### config.mk
export PLATFORM = sky130hd
export DESIGN_NAME = sb_param_shadow
export DESIGN_NICKNAME = d
export VERILOG_FILES = /design/src/rtl/sb_cfg_pkg.sv /design/src/rtl/sb_cfg_chain.sv /design/src/rtl/sb_param_shadow.sv
export SDC_FILE = /design/constraint.sdc
export NUM_CORES = 1
export LEC_CHECK = 0
export ABC_AREA = 1
export ABC_CLOCK_PERIOD_IN_PS = 3500
export CORE_MARGIN = 2
export CORE_UTILIZATION = 61
export DETAILED_ROUTE_END_ITERATION = 10
export HOLD_SLACK_MARGIN = 0.08
export PLACE_DENSITY = 0.85
export SETUP_SLACK_MARGIN = 0.05
export SLEW_MARGIN = 5
export SYNTH_ARGS = -nofsm -noshare
export SYNTH_HDL_FRONTEND = slang
export SYNTH_HIERARCHICAL = 1
export SYNTH_SLANG_ARGS = --single-unit
export TNS_END_PERCENT = 5
### constraint.sdc
create_clock -name prog_clk -period 3.5 [get_ports prog_clk]
set_input_delay 0.7 -clock prog_clk [delete_from_list [all_inputs] [get_ports prog_clk]]
set_output_delay 0.7 -clock prog_clk [all_outputs]
set_load 0.03 [all_outputs]
### src/rtl/sb_cfg_pkg.sv
`default_nettype none
// +----------------------------------------------------------------------+
// | sb_cfg_pkg                                                           |
// | Shared constants and helper functions for the shadowed switch block. |
// | Rev 1.0 - initial release                                            |
// +----------------------------------------------------------------------+
package sb_cfg_pkg;

   // Mux input slots of a right-track candidate vector
   localparam int SRC_CHANY = 0;
   localparam int SRC_OPIN0 = 1;

   // Bottom-track select value that picks the left inpad
   localparam logic SEL_BOT_INPAD = 1'b1;

   // Ceiling log2, usable in parameter expressions
   function automatic int clog2(input int value);
      int res;
      res = 0;
      while ((1 << res) < value) res = res + 1;
      return res;
   endfunction

   // Default track source: (chan_w-2-k) mod chan_w, kept non-negative
   function automatic int src_idx(input int k, input int chan_w);
      return (2 * chan_w - 2 - k) % chan_w;
   endfunction

endpackage
`default_nettype wire

### src/rtl/sb_cfg_chain.sv
`default_nettype none
// +----------------------------------------------------------------------+
// | sb_cfg_chain                                                         |
// | Double-buffered serial configuration chain with bit-count check.     |
// | Rev 1.0 - initial release                                            |
// +----------------------------------------------------------------------+
module sb_cfg_chain
   import sb_cfg_pkg::*;
#(
   parameter int CFG_BITS = 55,
   parameter int CNT_W    = clog2(CFG_BITS + 2)
) (
   input  logic                clk,
   input  logic                rst_n,
   input  logic                ccff_head,
   input  logic                shift_en,
   input  logic                commit,
   output logic [CFG_BITS-1:0] shadow,
   output logic                ccff_tail,
   output logic                cfg_done,
   output logic                cfg_err
);

   localparam logic [CNT_W-1:0] CNT_FULL = CNT_W'(CFG_BITS);
   localparam logic [CNT_W-1:0] CNT_MAX  = '1;

   logic [CFG_BITS-1:0] shift_reg_q, shift_reg_d;
   logic [CFG_BITS-1:0] shadow_q,    shadow_d;
   logic [CNT_W-1:0]    count_q,     count_d;
   logic                done_q,      done_d;
   logic                err_q,       err_d;

   // Next-state: commit takes priority over shift; shift_reg survives a commit for readback
   always_comb begin
      shift_reg_d = shift_reg_q;
      shadow_d    = shadow_q;
      count_d     = count_q;
      done_d      = done_q;
      err_d       = err_q;
      if (commit) begin
         count_d = '0;
         if (count_q == CNT_FULL) begin
            shadow_d = shift_reg_q;
            done_d   = 1'b1;
            err_d    = 1'b0;
         end else begin
            done_d   = 1'b0;
            err_d    = 1'b1;
         end
      end else if (shift_en) begin
         shift_reg_d = {shift_reg_q[CFG_BITS-2:0], ccff_head};
         count_d     = (count_q == CNT_MAX) ? count_q : count_q + 1'b1;
         done_d      = 1'b0;
      end
   end

   // State registers with synchronous active-low reset
   always_ff @(posedge clk) begin
      if (!rst_n) begin
         shift_reg_q <= '0;
         shadow_q    <= '0;
         count_q     <= '0;
         done_q      <= 1'b0;
         err_q       <= 1'b0;
      end else begin
         shift_reg_q <= shift_reg_d;
         shadow_q    <= shadow_d;
         count_q     <= count_d;
         done_q      <= done_d;
         err_q       <= err_d;
      end
   end

   assign shadow    = shadow_q;
   assign ccff_tail = shift_reg_q[CFG_BITS-1];
   assign cfg_done  = done_q;
   assign cfg_err   = err_q;

endmodule
`default_nettype wire

### src/rtl/sb_param_shadow.sv
`default_nettype none
// +----------------------------------------------------------------------+
// | sb_param_shadow                                                      |
// | Edge switch block (right + bottom) with glitch-free shadowed config. |
// | Rev 1.0 - initial release                                            |
// +----------------------------------------------------------------------+
module sb_param_shadow
   import sb_cfg_pkg::*;
#(
   parameter int CHAN_W    = 11,
   parameter int NUM_OPINS = 8
) (
   input  logic                 prog_clk,
   input  logic                 prog_reset_n,
   input  logic                 ccff_head,
   input  logic                 cfg_shift_en,
   input  logic                 cfg_commit,
   input  logic [CHAN_W-1:0]    chanx_right_in,
   input  logic [CHAN_W-1:0]    chany_bottom_in,
   input  logic [NUM_OPINS-1:0] grid_opin,
   input  logic                 top_inpad,
   input  logic                 left_inpad,
   output logic [CHAN_W-1:0]    chanx_right_out,
   output logic [CHAN_W-1:0]    chany_bottom_out,
   output logic                 ccff_tail,
   output logic                 cfg_done,
   output logic                 cfg_err
);

   localparam int SEL_R    = clog2(NUM_OPINS + 2);
   localparam int CFG_BITS = CHAN_W * SEL_R + CHAN_W;
   localparam int CNT_W    = clog2(CFG_BITS + 2);

   logic [CFG_BITS-1:0] shadow;

   sb_cfg_chain #(
      .CFG_BITS (CFG_BITS),
      .CNT_W    (CNT_W)
   ) u_chain (
      .clk       (prog_clk),
      .rst_n     (prog_reset_n),
      .ccff_head (ccff_head),
      .shift_en  (cfg_shift_en),
      .commit    (cfg_commit),
      .shadow    (shadow),
      .ccff_tail (ccff_tail),
      .cfg_done  (cfg_done),
      .cfg_err   (cfg_err)
   );

   genvar gi;

   // Right tracks: candidates padded with zeros so out-of-range selects drive 0
   for (gi = 0; gi < CHAN_W; gi++) begin : g_right
      localparam int SRC = src_idx(gi, CHAN_W);
      logic [SEL_R-1:0]      sel;
      logic [(1<<SEL_R)-1:0] cand;

      assign sel = shadow[gi*SEL_R +: SEL_R];

      // Assemble the candidate inputs for this track
      always_comb begin
         cand                          = '0;
         cand[SRC_CHANY]               = chany_bottom_in[SRC];
         cand[SRC_OPIN0 +: NUM_OPINS]  = grid_opin;
         cand[NUM_OPINS+1]             = top_inpad;
      end

      assign chanx_right_out[gi] = cand[sel];
   end

   // Bottom tracks: one select bit each, chanx track or the left inpad
   for (gi = 0; gi < CHAN_W; gi++) begin : g_bottom
      localparam int SRC = src_idx(gi, CHAN_W);
      assign chany_bottom_out[gi] = (shadow[CHAN_W*SEL_R + gi] == SEL_BOT_INPAD) ?
                                    left_inpad : chanx_right_in[SRC];
   end

endmodule
`default_nettype wire

==> impl_metrics.toml <==
[critical_path]
worstPathMaxFanout = 7
path_depth = 9
rr_worst_depth = 6
r2r_slack_ps = 1600
cp-end-kind = "output pin"
path_class = "input port to output pin"
crit_top_cell = "nand3_1"
cp.required_ps = 2800
slowest_delay_ps = 670
crit_path_top_delay_cell = "clkdlybuf4s50_1"
path_buf_inv = 4
crit_family = "buffers and inverters"
crit_chain = "clkdlybuf4s50_1, clkinvlp_4, buf_12, nand2_1, nand3_1, nand3_1, nand3_1, nand2_1, clkdlybuf4s50_1"
crit_path_start_kind = "input port"
cp.arrival_ps = 2630

[yosys]
postSynthCellCount = 848
synth.avg_cell_area_um2 = 6.74
synthFlopType = "dfxtp_1"
syn-cell-area_um2 = 5710
ys_types = 20
yosysWarnings = 6
async_flop_share = 0
ys_seq_elements = 118
yosysSeqAreaShare = 0.413
synth_edf_count = 0
syn-num-nets = 886

[pwr]
p_per_area_nw_per_um2 = 519
p_switching_uw = 857
combPwrFrac = 0.083
ir_worst_vdd_v = 0.000536
p_int_mw = 2.69
leakagePower_nw = 2.53
clkPwrFrac = 0.517
p_seq_frac = 0.400
power.share.switching = 0.242

[placed_design]
port_buffers = 61
dp.final_hpwl_mm = 9.01
gp_congestion = 0.814

[timing]
setup_tns_ps = 0
hold_viol_final = 0
timing.fmax_ghz = 0.301
fin_crit_ps = 3330
period_share = 0.950
worst_pin_slew_ps = 836
setup_viol = 0
drv_slew = 0
grt_setup_unrepaired = "false"
fin_worst_skew_ps = 8.80
slew_headroom = 0.442
hold_ws_ps = 475

[floorplanning]
num_rows = 35
fp.dieH_um = 101
core_um2 = 9150
top_level_ports = 62
start_util = 0.624
die_w_um = 101
die_area_um2 = 10200

[route]
wl_per_cell_um = 15.5
routed_wl_mm = 15.4
drcViolationCount = 0
avgViaCountPerCell = 5.89
drt_pass1_iterations = 7
drt_iter0_markers = 554
num_vias = 5885
antenna_left = 0

[cts]
cts_tree = "done"
h-tree-depth = 4
cts_buffers = 17
cts.sinks = 118
clk_pin_slew_ps = 60
clk_path_buf_depth = 2
clock-root-buffer = "clkbuf_8"
clock_latency_ps = 520
cts_hold_buf = 0

[layout]
final_common_cell = "nand2_1"
layout_common_cells = "182 x nand2_1, 140 x nor2_1, 126 x nand3_1, 118 x dfxtp_1, 61 x clkdlybuf4s50_1"
syn_to_final_growth_pct = 19.4
drive_gt1_frac = 0.0743
antenna_cells = 0
nNetsFinal = 913

[worst_hold_path]
whs_path_depth = 2
hold_path.class = "register to register"

[outcome]
status = "finished, final reports clean"

[global_routing]
antenna_found_initial = 0
gr-total-overflow = 0
grt_pass1_vias = 5737
grt_pass1_wl_mm = 25.8
grt_util_all_layers = 0.318
grt_max_degree = 58

[run]
maxCapViolations = 0
-- layout make-up --
cell class / instances / area, um^2
Sequential cell: 118 / 2360
Fill cell: 647 / 2330
Timing Repair Buffer: 71 / 723
Tap cell: 111 / 139
Multi-Input combinational cell: 604 / 2730
Clock inverter: 14 / 200
Inverter: 63 / 240
Clock buffer: 18 / 428
-- worst min-delay path, cell delays in order (launching register included) --
cell and delay, ps:
dfxtp_1 310, nand2_1 60, a21oi_1 50
-- power by group through the flow --
stage	combinational [mW]	sequential [mW]	clock, mW
after floorplan	0.177	1.44	0
after global placement	0.273	1.44	0
after detailed placement	0.283	1.44	0
after CTS	0.288	1.42	1.83
after global routing	0.322	1.42	1.90
final	0.294	1.42	1.83
-- cells by family (layout without fill, tap and decap cells) --
group,count (synthesis),count (layout),synth area share
adder cells (fa/ha/maj),1,1,0.00219
AO/OA/AOI/OAI,128,128,0.113
XOR/XNOR,1,1,0.00153
AND/OR/NAND/NOR,463,463,0.339
multiplexers,11,11,0.0217
flip-flops,118,118,0.413
buffers and inverters,126,166,0.110
-- what timing repair did --
action | 4_1_cts | 5_1_grt
endpoints found under the setup margin | 0 | 1
resized for setup | 0 | 1
setup buffers | 0 | 2
-- flip-flops by register name, summed over array words and instances, names as in the netlist --
name / flops
u_chain/cfg_err: 1
u_chain/count_q: 6
u_chain/shadow: 55
u_chain/shift_reg_q: 55
u_chain/cfg_done: 1
-- cell usage after synthesis, types with 2 or more instances --
cell type / n / area [um^2]
buf_6: 11 / 124
buf_1: 2 / 7.51
o21ai_0: 59 / 295
nand4_1: 14 / 87.6
nand3_1: 126 / 631
mux2_2: 11 / 124
inv_2: 11 / 41.3
nor2_1: 140 / 526
o21ai_1: 8 / 40.0
a21oi_1: 60 / 300
buf_2: 12 / 60.1
inv_1: 52 / 195
dfxtp_1: 118 / 2360
clkbuf_1: 23 / 86.3
buf_4: 15 / 113
nand2_1: 182 / 683
-- metrics by stage --
| step | std cells | worst slack [ps] | cell area [um^2] | power (mW) | util |
|---|---|---|---|---|---|
| 2_1_floorplan | 848 | 1470 | 5710 | 1.61 | - |
| 3_3_place_gp | 965 | 280 | 6160 | 1.71 | 0.674 |
| 3_5_place_dp | 965 | 234 | 6160 | 1.73 | 0.674 |
| 4_1_cts | 997 | 203 | 6790 | 3.54 | 0.742 |
| 5_1_grt | 999 | 77.0 | 6820 | 3.64 | 0.746 |
| 6_report | 999 | 173 | 6820 | 3.54 | 0.746 |
-- final timing paths --
path | startpoint | to
setup / recovery | grid_opin[1] | chanx_right_out[8]
setup reg to reg | u_chain/count_q[0] | u_chain/shadow[21]
hold / removal | u_chain/shadow[46] | u_chain/shadow[46]
hold reg to reg | u_chain/shadow[46] | u_chain/shadow[46]
-- metal layers --
metal	global-route usage	routed length, um	up-vias
li1	-	-	2802
met2	0.548	7580	308
met5	0	0	-
met3	0.0520	1280	64
met4	0.187	536	0
met1	0.371	6040	2711
Power figures use the tool's default switching activity.
